**src/rtl/xrv1_ifetch_seq.sv**
```systemverilog
// xrv1 fetch sequencer: word-aligned imem requests, 2-word fetch buffer, PC tracking, decode handshake.
// Compressed (16-bit) instruction support is enabled by defining XRV1_RVC_EN.
module xrv1_ifetch_seq #(
    parameter logic [31:0] BOOT_ADDR = 32'h0000_0000
) (
    input  logic        clk_i,
    input  logic        rst_i,
    input  logic        redirect_i,
    input  logic [31:0] redirect_pc_i,
    output logic        imem_req_o,
    output logic [31:0] imem_addr_o,
    input  logic        imem_gnt_i,
    input  logic        imem_rvld_i,
    input  logic [31:0] imem_rdata_i,
    output logic [31:0] alg_data_0_o,
    output logic        alg_data_0_vld_o,
    output logic [31:0] alg_data_1_o,
    output logic        alg_data_1_vld_o,
    output logic        alg_unalgn_pc_o,
    input  logic [31:0] alg_data_i,
    input  logic        alg_data_vld_i,
    output logic [31:0] instr_o,
    output logic [31:0] instr_pc_o,
    output logic        instr_vld_o,
    input  logic        instr_rdy_i
);

`ifdef XRV1_RVC_EN
    localparam logic [31:0] PC_MASK = 32'hFFFF_FFFE;
`else
    localparam logic [31:0] PC_MASK = 32'hFFFF_FFFC;
`endif
    localparam logic [31:0] WORD_MASK = 32'hFFFF_FFFC;

    typedef enum logic [1:0] {
        S_IDLE,
        S_WAIT,
        S_DROP
    } state_t;

    state_t      state_q, state_d;
    logic [31:0] pc_q, pc_d;
    logic [31:0] faddr_q, faddr_d;
    logic [31:0] slot0_q, slot0_d, slot1_q, slot1_d;
    logic        v0_q, v0_d, v1_q, v1_d;

    logic        gnt;
    logic        fire;
    logic        pop;
    logic [31:0] size;
    logic [31:0] pc_inc;

    assign imem_req_o  = (state_q == S_IDLE) & ~(v0_q & v1_q) & ~rst_i;
    assign imem_addr_o = faddr_q;
    assign gnt         = imem_req_o & imem_gnt_i;

    assign alg_data_0_o     = slot0_q;
    assign alg_data_0_vld_o = v0_q;
    assign alg_data_1_o     = slot1_q;
`ifdef XRV1_RVC_EN
    assign alg_data_1_vld_o = v1_q;
    assign alg_unalgn_pc_o  = pc_q[1];
    assign size             = (alg_data_i[1:0] == 2'b11) ? 32'd4 : 32'd2;
`else
    assign alg_data_1_vld_o = 1'b0;
    assign alg_unalgn_pc_o  = 1'b0;
    assign size             = 32'd4;
`endif

    assign instr_o     = alg_data_i;
    assign instr_pc_o  = pc_q;
    assign instr_vld_o = alg_data_vld_i & ~redirect_i & v0_q;
    assign fire        = instr_vld_o & instr_rdy_i;
    assign pc_inc      = pc_q + size;
    // Leaving the word held in slot0 retires it; the prefetched word moves up.
    assign pop         = fire & (pc_inc[2] != pc_q[2]);

    always_comb begin
        state_d = state_q;
        pc_d    = pc_q;
        faddr_d = faddr_q;
        slot0_d = slot0_q;
        slot1_d = slot1_q;
        v0_d    = v0_q;
        v1_d    = v1_q;

        case (state_q)
            S_IDLE:  if (gnt) state_d = redirect_i ? S_DROP : S_WAIT;
            S_WAIT:  if (imem_rvld_i) state_d = S_IDLE;
                     else if (redirect_i) state_d = S_DROP;
            S_DROP:  if (imem_rvld_i) state_d = S_IDLE;
            default: state_d = S_IDLE;
        endcase

        if (pop) begin
            slot0_d = slot1_q;
            v0_d    = v1_q;
            v1_d    = 1'b0;
        end
        // Response lands in the first free slot after any shift this cycle.
        if (imem_rvld_i && state_q == S_WAIT) begin
            if (!v0_d) begin
                slot0_d = imem_rdata_i;
                v0_d    = 1'b1;
            end else begin
                slot1_d = imem_rdata_i;
                v1_d    = 1'b1;
            end
        end

        if (fire) pc_d = pc_inc;
        if (gnt)  faddr_d = faddr_q + 32'd4;

        if (redirect_i) begin
            pc_d    = redirect_pc_i & PC_MASK;
            faddr_d = redirect_pc_i & WORD_MASK;
            v0_d    = 1'b0;
            v1_d    = 1'b0;
        end
    end

    always_ff @(posedge clk_i) begin
        if (rst_i) begin
            state_q <= S_IDLE;
            pc_q    <= BOOT_ADDR & PC_MASK;
            faddr_q <= BOOT_ADDR & WORD_MASK;
            slot0_q <= 32'h0;
            slot1_q <= 32'h0;
            v0_q    <= 1'b0;
            v1_q    <= 1'b0;
        end else begin
            state_q <= state_d;
            pc_q    <= pc_d;
            faddr_q <= faddr_d;
            slot0_q <= slot0_d;
            slot1_q <= slot1_d;
            v0_q    <= v0_d;
            v1_q    <= v1_d;
        end
    end

endmodule

```
**config.mk**
```make
export PLATFORM = sky130hd
export DESIGN_NAME = xrv1_ifetch_seq
export DESIGN_NICKNAME = d
export VERILOG_FILES = /design/src/rtl/xrv1_ifetch_seq.sv
export SDC_FILE = /design/constraint.sdc
export NUM_CORES = 1
export LEC_CHECK = 0
export BUFFER_PORTS_ARGS = -buffer_cell sky130_fd_sc_hd__buf_2
export CAP_MARGIN = 0
export CORE_MARGIN = 2
export CORE_UTILIZATION = 40
export DETAILED_ROUTE_END_ITERATION = 8
export HOLD_SLACK_MARGIN = 0.08
export PLACE_DENSITY = 0.72
export SYNTH_ARGS = -nofsm -noshare
export SYNTH_HDL_FRONTEND = slang
export SYNTH_SLANG_ARGS = --single-unit
```
**constraint.sdc**
```tcl
create_clock -name clk_i -period 2.1 [get_ports clk_i]
set_input_delay 0.105 -clock clk_i [delete_from_list [all_inputs] [get_ports clk_i]]
set_output_delay 0.105 -clock clk_i [all_outputs]
set_load 0.05 [all_outputs]
```
==> impl_metrics.tcl <==
set metrics [dict create \
    area_growth_pct 36.6 \
    critical_path.max_stage_delay_ns 0.46 \
    power.leakage_nw 3.80 \
    vias_per_cell 5.21 \
    setup_viol 0 \
    outcome "completed" \
    netlist_top_cells_area "dfxtp_1 41%, nand2_1 6.0%, mux2i_1 5.6%, a21oi_1 5.1%, xnor2_1 4.7%" \
    diodes 0 \
    place_inst 1096 \
    ys_top_cells_by_count "128 x dfxtp_1, 101 x nand2_1, 64 x a21oi_1" \
    end_kind "flip-flop" \
    finClkSkew_ns 0.0108 \
    worstRegToRegCells 6 \
    fin_util 0.563 \
    power_density_nw_per_um2 781 \
    start_util 0.412 \
    path_class "reg -> reg" \
    post-route-min-period_ns 1.95 \
    io_pins 268 \
    fin_setup_tns_ns 0 \
    period_share 0.928 \
    fmax_mhz 513 \
    synth_top_area_frac 0.408 \
    synthFlopType "dfxtp_1" \
    hp-class "in -> reg" \
    holdPathStages 4 \
    seq_area_um2 2650 \
    finalNonFillerCells 1184 \
    synth-seq-cells 128 \
    synth_enable_flop_cells 0 \
    start_kind "flip-flop" \
    ys_warn_count 0 \
    cap_violations 0 \
    yosysUniqueCellTypes 52 \
    p_total_mw 6.71 \
    wirelength_mm 19.1 \
    drive_gt1_frac 0.306 \
    coreArea_um2 15300 \
    grt_pass1_vias 5958 \
    pre_cts_ws_ns 0.166 \
    worst_pin_slew_ns 0.719 \
    die-height_um 129 \
    fin_ws_ns 0.150 \
    report.final.slew_viol_count 0 \
    crit_slowest_cell "a2111oi_4" \
    cts_made_buffers 17 \
    synth_cells 753 \
    crit_chain "a2111oi_4, nand3_2, buf_4, nor4_1, xnor2_1, a211oi_1" \
    avgSynthCellArea_um2 8.34 \
    required_ns 2.43 \
    dp_hpwl_mm 12.7 \
    insertion_delay_ns 0.42 \
    yosysMostFrequentCell "dfxtp_1" \
    synth_async_sr_flop_share 0 \
    tritoncts "built" \
    grt_usage 0.228 \
    num-fill-cells 1350 \
    relSlewSlack 0.521 \
    grt_setup_unrepaired "no" \
    yosys.area.top_type "dfxtp_1" \
    ir_worst_vdd_mv 0.604 \
    drtAntennaViolNets 0 \
    drtIter0Drc 396 \
    post_cts_buffers 0 \
    cp_max_fo 13 \
    nets 1065 \
    grt-ovfl-total 0 \
    die_x_um 129 \
    gp_congestion 0.884 \
    cts_sinks 128 \
    hold_viol_final 0 \
    grt_pass1_wl_mm 30.2 \
    cp.arrival_ns 2.28 \
    syn_area_um2 6280 \
    drc 0 \
    clockRootBuffer "clkbuf_16" \
    grt_max_degree 65 \
    io_buffers 195 \
    dr.pass1.iters 5 \
    num_vias 6167 \
    clockBufferDepth 2 \
    rows 45 \
    cts_htree_levels 4 \
    multi_input_area_um2 3240 \
    clkTransAtPathRegs_ns 0.06 \
    yosysSeqAreaShare 0.408 \
    antenna_found_initial 0 \
    wl_per_cell_um 16.1 \
    dieArea_um2 16700 \
]
## cell usage in the layout (no fill, tap or decap), types with 25 or more instances in the layout
master,n
buf_2,194
nand2_1,100
dfxtp_1,94
a21oi_1,64
dlygate4sd3_1,56
nor2_1,48
a211oi_1,38
mux2i_1,35
xnor2_1,34
a21boi_0,29
nand3_1,25
## sequential cells by signal, summed over array words and instances, names as in the netlist
register          flops
alg_data_1_o         32
v1_q                  1
imem_addr_o          30
state_q               2
instr_pc_o           30
alg_data_0_vld_o      1
alg_data_0_o         32
## logic make-up (layout without fill, tap and decap cells)
family | count (synthesis) | count (layout) | synth area share
xor+xnor | 48 | 48 | 0.0669
flops | 128 | 128 | 0.408
other cells | 1 | 6 | 0.000597
fa+ha+maj | 2 | 2 | 0.00398
buf+inv | 111 | 326 | 0.0906
compound gates | 160 | 160 | 0.168
simple gates | 268 | 268 | 0.206
mux | 35 | 35 | 0.0558
## power by group
group / total, mW / internal (mW) / switching [mW]
clock: 3.14 / 2.05 / 1.09
combinational: 0.930 / 0.305 / 0.625
sequential: 2.64 / 2.53 / 0.114
total: 6.71 / 4.88 / 1.83
## per-layer routing
metal  GRT usage  up-vias  routed length (µm)
met5           0        -                   0
met4      0.0684        0                 220
met3      0.0644       20                1450
met2       0.392      227                9410
met1       0.278     2904                8010
li1            -     3016                   -
## worst max-delay path: cells and delay by family (launching register included)
kind | cells | cell delay [ns]
simple gates | 2 | 0.49
xor+xnor | 1 | 0.10
compound gates | 2 | 0.68
flops | 1 | 0.36
buf+inv | 1 | 0.22
## through the flow
step                      area, µm²  hold WS (ns)
final                          8580        0.0997
after global routing           8580         0.111
after CTS                      8580        0.0820
after detailed placement       7380         0.210
after global placement         7380         0.210
after floorplan                6460         0.220
## cell type report
| type | instances | area share |
|---|---|---|
| well taps | 211 | 0.0308 |
| clock buffers | 25 | 0.0638 |
| flip-flops and latches | 128 | 0.308 |
| repair buffers | 273 | 0.200 |
| multi-input cells | 519 | 0.377 |
| inverters | 21 | 0.00918 |
| clock inverters | 7 | 0.0108 |
## path summary, 6_finish.rpt
path	start	to	slack, ns
setup / recovery	alg_data_0_vld_o	imem_addr_o[27]	0.15
hold / removal	redirect_pc_i[13]	instr_pc_o[13]	0.1
setup reg to reg	alg_data_0_vld_o	imem_addr_o[27]	0.15
hold reg to reg	alg_data_1_o[29]	alg_data_1_o[29]	0.47
## repair_timing
action | in CTS | in global routing
setup endpoints to repair | 0 | 1
hold buffers | 56 | 0
resized for setup | 0 | 1
hold endpoints to repair | 107 | 0
No activity file was read; power rests on OpenSTA's default activity.
